--- src/rtl/rgb_channel_merge_pkg.sv ---
// Shared pixel constants and the normalise/narrow helper used by the RGB merge path.
// Build option: define MERGE_SATURATE_EN to clamp the narrowed value instead of wrapping.
package rgb_merge_pkg;

    localparam int CH_W   = 8;
    localparam int CH_R   = 0;
    localparam int CH_G   = 1;
    localparam int CH_B   = 2;
    localparam int NUM_CH = 3;
    localparam int NORM_W = 32;

    typedef struct packed {
        logic [CH_W-1:0] r;
        logic [CH_W-1:0] g;
        logic [CH_W-1:0] b;
    } pixel_t;

    // Callers sign-extend their result to NORM_W bits before handing it in.
    function automatic logic [CH_W-1:0] normalise(input logic signed [NORM_W-1:0] x,
                                                  input int shift);
        logic signed [NORM_W-1:0] shifted;
        shifted = x >>> shift;
`ifdef MERGE_SATURATE_EN
        if (shifted < 0) begin
            return '0;
        end else if (shifted > 32'sd255) begin
            return '1;
        end else begin
            return shifted[CH_W-1:0];
        end
`else
        return shifted[CH_W-1:0];
`endif
    endfunction

endpackage

--- src/rtl/rgb_channel_merge_if.sv ---
// Channel-result inputs and packed-pixel outputs of the RGB merge block.
interface rgb_channel_merge_if #(
    parameter int CWIDTH = 20,
    parameter int DWIDTH = 24
);
    logic [CWIDTH-1:0] r_in;
    logic              r_valid;
    logic [CWIDTH-1:0] g_in;
    logic              g_valid;
    logic [CWIDTH-1:0] b_in;
    logic              b_valid;
    logic [DWIDTH-1:0] data_out;
    logic              data_valid_out;
    logic              overflow;

    modport master (
        output r_in, r_valid, g_in, g_valid, b_in, b_valid,
        input  data_out, data_valid_out, overflow
    );

    modport slave (
        input  r_in, r_valid, g_in, g_valid, b_in, b_valid,
        output data_out, data_valid_out, overflow
    );
endinterface

--- src/rtl/rgb_channel_merge_skew_fifo.sv ---
// Per-channel skew FIFO: registered write, combinational head read, empty/full flags.
// A push while full is only accepted when a pop frees the slot in the same cycle.
module merge_skew_fifo #(
    parameter int WIDTH = 20,
    parameter int DEPTH = 8
) (
    input  logic             clock,
    input  logic             reset,
    input  logic             push_i,
    input  logic [WIDTH-1:0] wrData_i,
    input  logic             pop_i,
    output logic [WIDTH-1:0] rdData_o,
    output logic             empty_o,
    output logic             full_o
);

    localparam int AW = (DEPTH > 1) ? $clog2(DEPTH) : 1;

    logic [WIDTH-1:0] mem_q [DEPTH];
    logic [AW-1:0]    wrPtr_q, wrPtr_d;
    logic [AW-1:0]    rdPtr_q, rdPtr_d;
    logic [AW:0]      count_q, count_d;
    logic             wrEn;
    logic             rdEn;

    assign empty_o  = (count_q == '0);
    assign full_o   = (count_q == (AW+1)'(DEPTH));
    assign rdData_o = mem_q[rdPtr_q];
    assign rdEn     = pop_i && !empty_o;
    assign wrEn     = push_i && (!full_o || rdEn);

    // Pointers wrap naturally because DEPTH is a power of two.
    always_comb begin
        wrPtr_d = wrPtr_q;
        rdPtr_d = rdPtr_q;
        count_d = count_q;
        if (wrEn) begin
            wrPtr_d = wrPtr_q + AW'(1);
        end
        if (rdEn) begin
            rdPtr_d = rdPtr_q + AW'(1);
        end
        case ({wrEn, rdEn})
            2'b10:   count_d = count_q + (AW+1)'(1);
            2'b01:   count_d = count_q - (AW+1)'(1);
            default: count_d = count_q;
        endcase
    end

    always_ff @(posedge clock or posedge reset) begin
        if (reset) begin
            wrPtr_q <= '0;
            rdPtr_q <= '0;
            count_q <= '0;
        end else begin
            wrPtr_q <= wrPtr_d;
            rdPtr_q <= rdPtr_d;
            count_q <= count_d;
        end
    end

    // Storage needs no reset: the count alone decides which entries are live.
    always_ff @(posedge clock) begin
        if (wrEn) begin
            mem_q[wrPtr_q] <= wrData_i;
        end
    end

endmodule

--- src/rtl/rgb_channel_merge.sv ---
// Merges skewed R/G/B convolution result streams into one packed 24-bit pixel stream.
// Narrowing behaviour follows MERGE_SATURATE_EN (see rgb_merge_pkg).
module rgb_channel_merge
    import rgb_merge_pkg::*;
#(
    parameter int CWIDTH     = 20,
    parameter int SHIFT      = 8,
    parameter int FIFO_DEPTH = 8,
    parameter int DWIDTH     = 24
) (
    input logic                clock,
    input logic                reset,
    rgb_channel_merge_if.slave bus
);

    logic [NUM_CH-1:0] pushVec;
    logic [NUM_CH-1:0] emptyVec;
    logic [NUM_CH-1:0] fullVec;
    logic [CWIDTH-1:0] headData [NUM_CH];
    logic              popEn;
    logic              dropAny;
    pixel_t            pixel;

    logic [DWIDTH-1:0] dataOut_q, dataOut_d;
    logic              dataValid_q, dataValid_d;
    logic              overflow_q, overflow_d;

    assign pushVec[CH_R] = bus.r_valid;
    assign pushVec[CH_G] = bus.g_valid;
    assign pushVec[CH_B] = bus.b_valid;

    merge_skew_fifo #(.WIDTH(CWIDTH), .DEPTH(FIFO_DEPTH)) uFifoR (
        .clock    (clock),
        .reset    (reset),
        .push_i   (pushVec[CH_R]),
        .wrData_i (bus.r_in),
        .pop_i    (popEn),
        .rdData_o (headData[CH_R]),
        .empty_o  (emptyVec[CH_R]),
        .full_o   (fullVec[CH_R])
    );

    merge_skew_fifo #(.WIDTH(CWIDTH), .DEPTH(FIFO_DEPTH)) uFifoG (
        .clock    (clock),
        .reset    (reset),
        .push_i   (pushVec[CH_G]),
        .wrData_i (bus.g_in),
        .pop_i    (popEn),
        .rdData_o (headData[CH_G]),
        .empty_o  (emptyVec[CH_G]),
        .full_o   (fullVec[CH_G])
    );

    merge_skew_fifo #(.WIDTH(CWIDTH), .DEPTH(FIFO_DEPTH)) uFifoB (
        .clock    (clock),
        .reset    (reset),
        .push_i   (pushVec[CH_B]),
        .wrData_i (bus.b_in),
        .pop_i    (popEn),
        .rdData_o (headData[CH_B]),
        .empty_o  (emptyVec[CH_B]),
        .full_o   (fullVec[CH_B])
    );

    // Pop only when every channel has a sample; a full FIFO is rescued by that same pop.
    assign popEn   = ~|emptyVec;
    assign dropAny = (|(pushVec & fullVec)) & ~popEn;

    always_comb begin
        pixel.r     = normalise(NORM_W'(signed'(headData[CH_R])), SHIFT);
        pixel.g     = normalise(NORM_W'(signed'(headData[CH_G])), SHIFT);
        pixel.b     = normalise(NORM_W'(signed'(headData[CH_B])), SHIFT);
        dataOut_d   = popEn ? DWIDTH'(pixel) : dataOut_q;
        dataValid_d = popEn;
        overflow_d  = overflow_q | dropAny;
    end

    always_ff @(posedge clock or posedge reset) begin
        if (reset) begin
            dataOut_q   <= '0;
            dataValid_q <= 1'b0;
            overflow_q  <= 1'b0;
        end else begin
            dataOut_q   <= dataOut_d;
            dataValid_q <= dataValid_d;
            overflow_q  <= overflow_d;
        end
    end

    assign bus.data_out       = dataOut_q;
    assign bus.data_valid_out = dataValid_q;
    assign bus.overflow       = overflow_q;

endmodule

--- src/flat_wrapper.sv ---
// flat-port wrapper written by rule: the top's interface ports become plain ports
module rgb_channel_merge_flat import rgb_merge_pkg::*;
#(
    parameter int CWIDTH     = 20,
    parameter int SHIFT      = 8,
    parameter int FIFO_DEPTH = 8,
    parameter int DWIDTH     = 24
)
  (clock, reset, bus_r_in, bus_r_valid, bus_g_in, bus_g_valid, bus_b_in, bus_b_valid, bus_data_out, bus_data_valid_out, bus_overflow);
  rgb_channel_merge_if #(.CWIDTH(CWIDTH), .DWIDTH(DWIDTH)) bus_i ();
  input logic clock;
  input logic reset;
  input wire logic [$bits(bus_i.r_in)-1:0] bus_r_in;
  input wire logic [$bits(bus_i.r_valid)-1:0] bus_r_valid;
  input wire logic [$bits(bus_i.g_in)-1:0] bus_g_in;
  input wire logic [$bits(bus_i.g_valid)-1:0] bus_g_valid;
  input wire logic [$bits(bus_i.b_in)-1:0] bus_b_in;
  input wire logic [$bits(bus_i.b_valid)-1:0] bus_b_valid;
  output wire logic [$bits(bus_i.data_out)-1:0] bus_data_out;
  output wire logic [$bits(bus_i.data_valid_out)-1:0] bus_data_valid_out;
  output wire logic [$bits(bus_i.overflow)-1:0] bus_overflow;
  assign bus_i.r_in = bus_r_in;
  assign bus_i.r_valid = bus_r_valid;
  assign bus_i.g_in = bus_g_in;
  assign bus_i.g_valid = bus_g_valid;
  assign bus_i.b_in = bus_b_in;
  assign bus_i.b_valid = bus_b_valid;
  assign bus_data_out = bus_i.data_out;
  assign bus_data_valid_out = bus_i.data_valid_out;
  assign bus_overflow = bus_i.overflow;
  rgb_channel_merge #(.CWIDTH(CWIDTH), .SHIFT(SHIFT), .FIFO_DEPTH(FIFO_DEPTH), .DWIDTH(DWIDTH)) u_core (.clock(clock), .reset(reset), .bus(bus_i));
endmodule
--- config.mk ---
export PLATFORM = sky130hd
export DESIGN_NAME = rgb_channel_merge_flat
export DESIGN_NICKNAME = d
export VERILOG_FILES = /design/src/rtl/rgb_channel_merge_pkg.sv /design/src/rtl/rgb_channel_merge_if.sv /design/src/rtl/rgb_channel_merge_skew_fifo.sv /design/src/rtl/rgb_channel_merge.sv /design/src/flat_wrapper.sv
export SDC_FILE = /design/constraint.sdc
export NUM_CORES = 1
export LEC_CHECK = 0
export CORE_MARGIN = 5
export CORE_UTILIZATION = 59
export DETAILED_ROUTE_END_ITERATION = 10
export GPL_TIMING_DRIVEN = 0
export PLACE_DENSITY = 0.93
export SLEW_MARGIN = 10
export SYNTH_ARGS = -nofsm -noshare
export SYNTH_HDL_FRONTEND = slang
export SYNTH_SLANG_ARGS = --single-unit
--- constraint.sdc ---
create_clock -name clock -period 5.25 [get_ports clock]
set_input_delay 0.525 -clock clock [delete_from_list [all_inputs] [get_ports clock]]
set_output_delay 0.525 -clock clock [all_outputs]
set_load 0.02 [all_outputs]
; Yosys cells after proc, flatten, opt, wreduce, memory -nomap -nowiden
; Memories as Yosys holds them, arrays and structs flattened. A register that Yosys moved wholly into a read port is not among the register bits.
; Index checks and enable logic that the tools add are counted.
[word_totals]
reg_bits = 32
ramBits = 480
input_bits = 65
out_inout_bits = 26
word_cells = 74
n_memories = 3
[memory_table]
columns = name, depth, word_bits, read_ports, rd_clocked_by_memory_dff, wr, line
row1 = u_core.uFifoB.mem_q, 8, 20, 1, 1, 1, rgb_channel_merge_skew_fifo.sv:19  ; logic [WIDTH-1:0] mem_q [DEPTH];
row2 = u_core.uFifoG.mem_q, 8, 20, 1, 1, 1, rgb_channel_merge_skew_fifo.sv:19
row3 = u_core.uFifoR.mem_q, 8, 20, 1, 1, 1, rgb_channel_merge_skew_fifo.sv:19
[classes]
addsub = 12
n_eq_ne = 9
mux = 9
n_bitwise = 3
n_reduce_logical = 27
[ops]
columns = cell, n
row1 = one-hot mux 4 bit (2 select lines), 3
row2 = adder 3 x 1 -> 3 bit (second input constant), 6
row3 = adder 4 x 1 -> 4 bit (second input constant), 3
row4 = equality test 4 bit (second input constant), 3
row5 = zero test 4 bit, 3
row6 = subtractor 4 x 1 -> 4 bit (second input constant), 3
row7 = zero test 1 bit, 10
row8 = equality test 2 x 1 -> 1 bit (second input constant), 3
row9 = equality test 2 bit (second input constant), 3
row10 = logical AND 1 bit, 6
row11 = two-way mux 1 bit, 6
row12 = nonzero test 2 bit, 3
row13 = OR reduction 3 bit, 2
row14 = bitwise AND 3 bit, 1
row15 = logical OR 1 bit, 3
row16 = bitwise AND 1 bit, 1
row17 = bitwise OR 1 bit, 1

; Depth between registers and ports, before layout
[logic_depth]
ltp_word = 8
ltp_mapped = 11
depth_no_buf = 10

; Modules after synthesis
; A second synthesis with hierarchy kept.
[hier_totals]
hier_cells = 968
area_unflattened_um2 = 21066.5
[modules_own_cells]
columns = module, n_inst, cells_per_inst, area_each_um2, seq_area_each_um2
row1 = merge_skew_fifo, 3, 304, 6695.2, 5054.8
row2 = rgb_channel_merge, 1, 56, 980.9, 650.6

; Worst setup path before layout
; No wires, ideal clock.
[synth_timing]
path_kind = flip-flop to flip-flop
start = register u_core.uFifoG.count_q[1]
end = register u_core.uFifoB.count_q[3]
setup_time_ps = 125
arrival_time_ps = 2296
required_time_ps = 5125
path_slack_ps = 2828
stages_incl_launch_ff = 10
path_buffers = 0
synth_period_minus_slack_ps = 2422
path_cell_list = dfrtp_1 > nor4_4 > o21ai_1 > nand2_1 > ha_1 > ha_1 > a21o_1 > a2111oi_0 > nand4b_1 > nand3_1
[synth_between]
elab_chain_len = 8
word_cells_on_any_way = 10
classes_between = 2 x eq/ne / 1 x mux / 7 x reduce/logical
[synth_lines]
columns = item, line
row1 = from (decl), rgb_channel_merge_skew_fifo.sv:22  ; logic [AW:0] count_q, count_d;
row2 = from (signal assigned), rgb_channel_merge_skew_fifo.sv:58  ; count_q <= count_d;
row3 = zero test 4 bit (*), rgb_channel_merge_skew_fifo.sv:26  ; assign empty_o = (count_q == '0);
row4 = OR reduction 3 bit (*), rgb_channel_merge.sv:66  ; assign popEn = ~|emptyVec;
row5 = zero test 1 bit (*), rgb_channel_merge.sv:66
row6 = logical AND 1 bit (*), rgb_channel_merge_skew_fifo.sv:29  ; assign rdEn = pop_i && !empty_o;
row7 = logical OR 1 bit, rgb_channel_merge_skew_fifo.sv:30  ; assign wrEn = push_i && (!full_o || rdEn);
row8 = logical AND 1 bit, rgb_channel_merge_skew_fifo.sv:30
row9 = equality test 2 x 1 -> 1 bit / equality test 2 bit (equally long branches), rgb_channel_merge_skew_fifo.sv:43  ; case ({wrEn, rdEn})
row10 = one-hot mux 4 bit (2 select lines) / nonzero test 2 bit (equally long branches), -
row11 = to (signal assigned), rgb_channel_merge_skew_fifo.sv:58
row12 = to (decl), rgb_channel_merge_skew_fifo.sv:22
; Mark *: on every way between the ends. The rest lies on a longest branch, timed or not.
; A chain may end at the register's enable or synchronous reset.

; Worst setup path in the final report
[layout_timing]
start = register u_core.uFifoG.count_q[0]
end = register u_core.uFifoG.count_q[3]
[layout_between]
elab_chain_len = 8
word_cells_on_any_way = 15
classes_between = 2 x add/sub / 3 x eq/ne / 1 x mux / 9 x reduce/logical
[layout_lines]
columns = item, line
row1 = zero test 4 bit (*), rgb_channel_merge_skew_fifo.sv:26
row2 = OR reduction 3 bit, rgb_channel_merge.sv:66
row3 = zero test 1 bit, rgb_channel_merge.sv:66
row4 = logical AND 1 bit (*), rgb_channel_merge_skew_fifo.sv:29
row5 = via u_core.uFifoG.rdEn, rgb_channel_merge_skew_fifo.sv:24  ; logic rdEn;
row6 = logical OR 1 bit, rgb_channel_merge_skew_fifo.sv:30
row7 = logical AND 1 bit, rgb_channel_merge_skew_fifo.sv:30
row8 = equality test 2 x 1 -> 1 bit / equality test 2 bit (equally long branches), rgb_channel_merge_skew_fifo.sv:43
row9 = one-hot mux 4 bit (2 select lines) / nonzero test 2 bit (equally long branches), -
; Mark *: on every way through the listed nets, which the timed path passes. The rest lies on a longest branch.

==> results.json <==
{
  "hp-class": "primary input to asynchronous set/reset pin",
  "die_area_mm2": 0.0196,
  "fin_crit_sh": 0.579,
  "final.min_clock_period_ns": 3.04,
  "synth_top_area_cell": "edfxtp_1",
  "root_buffer": "clkbuf_16",
  "globalplace.congestion": 0.762,
  "finalPower_w": 0.00722,
  "worstMarginPinSlew_ns": 0.979,
  "antenna_cells": 0,
  "cts.clk_slew.worst_paths_ns": 0.06,
  "yosysTopAreaCellShare": 0.579,
  "drc": 0,
  "ioPinCount": 91,
  "synthTopCellsByArea": "edfxtp_1 (58%), dfrtp_1 (14%), mux4_2 (11%)",
  "criticalPathCategory": "flop to flop",
  "drt_wl_total_um": 21400,
  "h-tree-depth": 1,
  "die-width_um": 140,
  "numCtsBuffers": 23,
  "status": "completed",
  "numPortBuffers": 54,
  "cp_max_fo": 11,
  "nNetsFinal": 708,
  "synth_edf_count": 192,
  "design.core.area_mm2": 0.0166,
  "start_kind": "flop",
  "design_area_mm2": 0.0116,
  "syn_inst": 545,
  "vias_per_cell": 6.31,
  "grt_first_pass_wirelength_um": 33400,
  "final-max-slew-violation-count": 0,
  "drt_iter0_markers": 552,
  "syn-cell-area_mm2": 0.00996,
  "fillers": 975,
  "synth-async-reset-ratio": 0.226,
  "end_kind": "flop",
  "fmax_ghz": 0.329,
  "required_ns": 5.63,
  "grt_usage": 0.221,
  "cts_resized": 0,
  "via_count": 5446,
  "cts_buffer_depth": 3,
  "syn_area_per_cell_um2": 18.3,
  "yosysSeqAreaShare": 0.720,
  "rsz0062_at_grt": "no",
  "postCtsSetupBuffers": 0,
  "cts_tree": "yes",
  "dr.pass1.iters": 5,
  "finalHoldViolCount": 0,
  "grt.overflow.total": 0,
  "powerDensity_mw_per_mm2": 621,
  "maxSlewHeadroom": 0.345,
  "syn-num-nets": 627,
  "grt_pass1_vias": 5771,
  "postRouteAntennaNets": 0,
  "arrival_ns": 3.42,
  "setup_tns_ns": 0,
  "num_rows": 47,
  "cts_num_sinks": 248,
  "finClkSkew_ns": 0.0143,
  "synth_cell_types": 39,
  "ys.flop_type": "edfxtp_1",
  "yosysWarnings": 0,
  "ys_seq_elements": 248,
  "wl_per_cell_um": 24.8,
  "setup_viol_count_final": 0,
  "start_util": 0.600,
  "p_leak_nw": 4.02,
  "irDropWorstVdd_uv": 353,
  "die_h_um": 140,
  "max_cap_violations": 0,
  "insertion_delay_ns": 0.51,
  "postCtsHoldBufs": 0,
  "drive_above_1_share": 0.188,
  "dpl.hpwl_um": 13000,
  "syn2layout_area_growth_pct": 16.8,
  "grt_max_degree": 40,
  "antenna_found_initial": 0,
  "dpl_cell_area_mm2": 0.0108
}
[layout by cell type, fill, tap and decap left out, types with 3 or more instances in the layout]
cell type        count
edfxtp_1           192
dfrtp_1             56
clkdlybuf4s50_1     54
mux4_2              48
nor2_1              35
a21oi_1             28
mux2i_1             26
clkbuf_16           23
ha_1                15
nand2_1             14
clkbuf_1            13
xnor2_1             13
nor3_2              11
nand3_1              9
xor2_1               8
inv_1                8
buf_4                7
buf_2                6
nand2b_1             6
buf_1                5
mux2_2               5
nor3_1               5
o21ai_0              4
nor4b_1              4
nor3b_2              4
clkinv_1             4
nor4_4               3
o21ai_1              3
nand3b_1             3
bufinv_16            3
clkinv_2             3
[power breakdown]
group	internal [W]	leakage [nW]	switching, W
clock network	0.000971	0.363	0.000694
registers	0.00261	2.39	0.000309
logic	0.00118	1.27	0.00146
total	0.00475	4.02	0.00246
[sequential cells by signal (all words and copies together) (netlist names)]
register,flops
u_core.uFifoB.mem_q,64
u_core.uFifoG.count_q,4
u_core.uFifoR.count_q,4
u_core.bus.overflow,1
u_core.uFifoG.mem_q,64
u_core.uFifoG.rdPtr_q,3
u_core.uFifoG.wrPtr_q,3
u_core.uFifoB.wrPtr_q,3
u_core.uFifoR.wrPtr_q,3
u_core.bus.data_valid_out,1
u_core.uFifoB.rdPtr_q,3
u_core.uFifoR.mem_q,64
u_core.bus.data_out,24
u_core.uFifoR.rdPtr_q,3
u_core.uFifoB.count_q,4
[layer usage]
layer	up-vias	routed length (um)	track usage
li1	2295	-	-
met1	2834	8190	0.292
met2	271	11400	0.390
met3	46	1330	0.0317
met4	0	477	0.0627
met5	-	0	0
[per-stage QoR]
stage          worst slack (ns)   util  hold WS [ns]  cells
2_1_floorplan              2.83      -         0.485    545
3_3_place_gp               2.26  0.650         0.499    819
3_5_place_dp               2.32  0.653         0.521    821
4_1_cts                    2.25  0.699         0.361    863
5_1_grt                    2.02  0.701         0.396    863
6_report                   2.21  0.701         0.365    863
[cell usage after synthesis (4+ instances only)]
cell type  number
o21ai_0         4
a21oi_1        28
nand2_1        14
nand2b_1        6
buf_4           6
nor4b_1         4
ha_1           15
mux4_2         48
nor2_1         35
nor3b_1         5
buf_1           5
dfrtp_1        56
edfxtp_1      192
xnor2_1        13
xor2_1          8
mux2_2          5
inv_1           9
nor3_1         15
nand3_1         9
clkbuf_1        7
mux2i_1        26
buf_2           6
[final timing paths]
check / cells past startpoint / start / slack [ns] / endpoint
setup reg to reg: 9 / u_core.uFifoG.count_q[0]$_DFFE_PP0P_ / 2.21 / u_core.uFifoG.count_q[3]$_DFFE_PP0P_
setup / recovery: 9 / u_core.uFifoG.count_q[0]$_DFFE_PP0P_ / 2.21 / u_core.uFifoG.count_q[3]$_DFFE_PP0P_
hold / removal: 2 / reset / 0.37 / u_core.bus.data_out[15]$_DFFE_PP0N_
hold reg to reg: 2 / u_core.bus.data_out[5]$_DFFE_PP0N_ / 0.54 / u_core.bus.data_out[5]$_DFFE_PP0N_
max in group asynchronous: 3 / reset / 4.28 / u_core.uFifoB.count_q[1]$_DFFE_PP0P_
min in group clock: 2 / u_core.bus.data_out[5]$_DFFE_PP0N_ / 0.54 / u_core.bus.data_out[5]$_DFFE_PP0N_
[cell families (layout without fill, tap and decap cells)]
kind of cell	after synthesis	count (layout)	synth area share
buffers and inverters	34	132	0.0166
DFF	248	248	0.720
and+or+nand+nor	103	103	0.0569
adders and majority gates	17	17	0.0229
xor gates and xnor gates	21	21	0.0185
muxes	81	81	0.143
AOI/OAI and AO/OA	41	41	0.0226
[layout make-up]
class / instances / area (um2) / share of cell area
Clock buffer: 30 / 612 / 0.0526
Tap cell: 220 / 275 / 0.0237
Timing Repair Buffer: 56 / 568 / 0.0489
Sequential cell: 248 / 7170 / 0.617
Inverter: 9 / 33.8 / 0.00291
Buffer: 25 / 131 / 0.0113
Multi-Input combinational cell: 263 / 2700 / 0.232
Clock inverter: 12 / 136 / 0.0117
[critical path, cell delays in order (launching register included)]
cell and delay, ns:
dfrtp_1 0.55, nor4_4 0.12, nor3_2 0.41, buf_6 0.24, buf_2 0.31, ha_1 0.35, nand3b_1 0.12, a2111oi_0 0.51
nor3_1 0.14, xnor2_1 0.16
No activity file was read; power rests on OpenSTA's default activity.
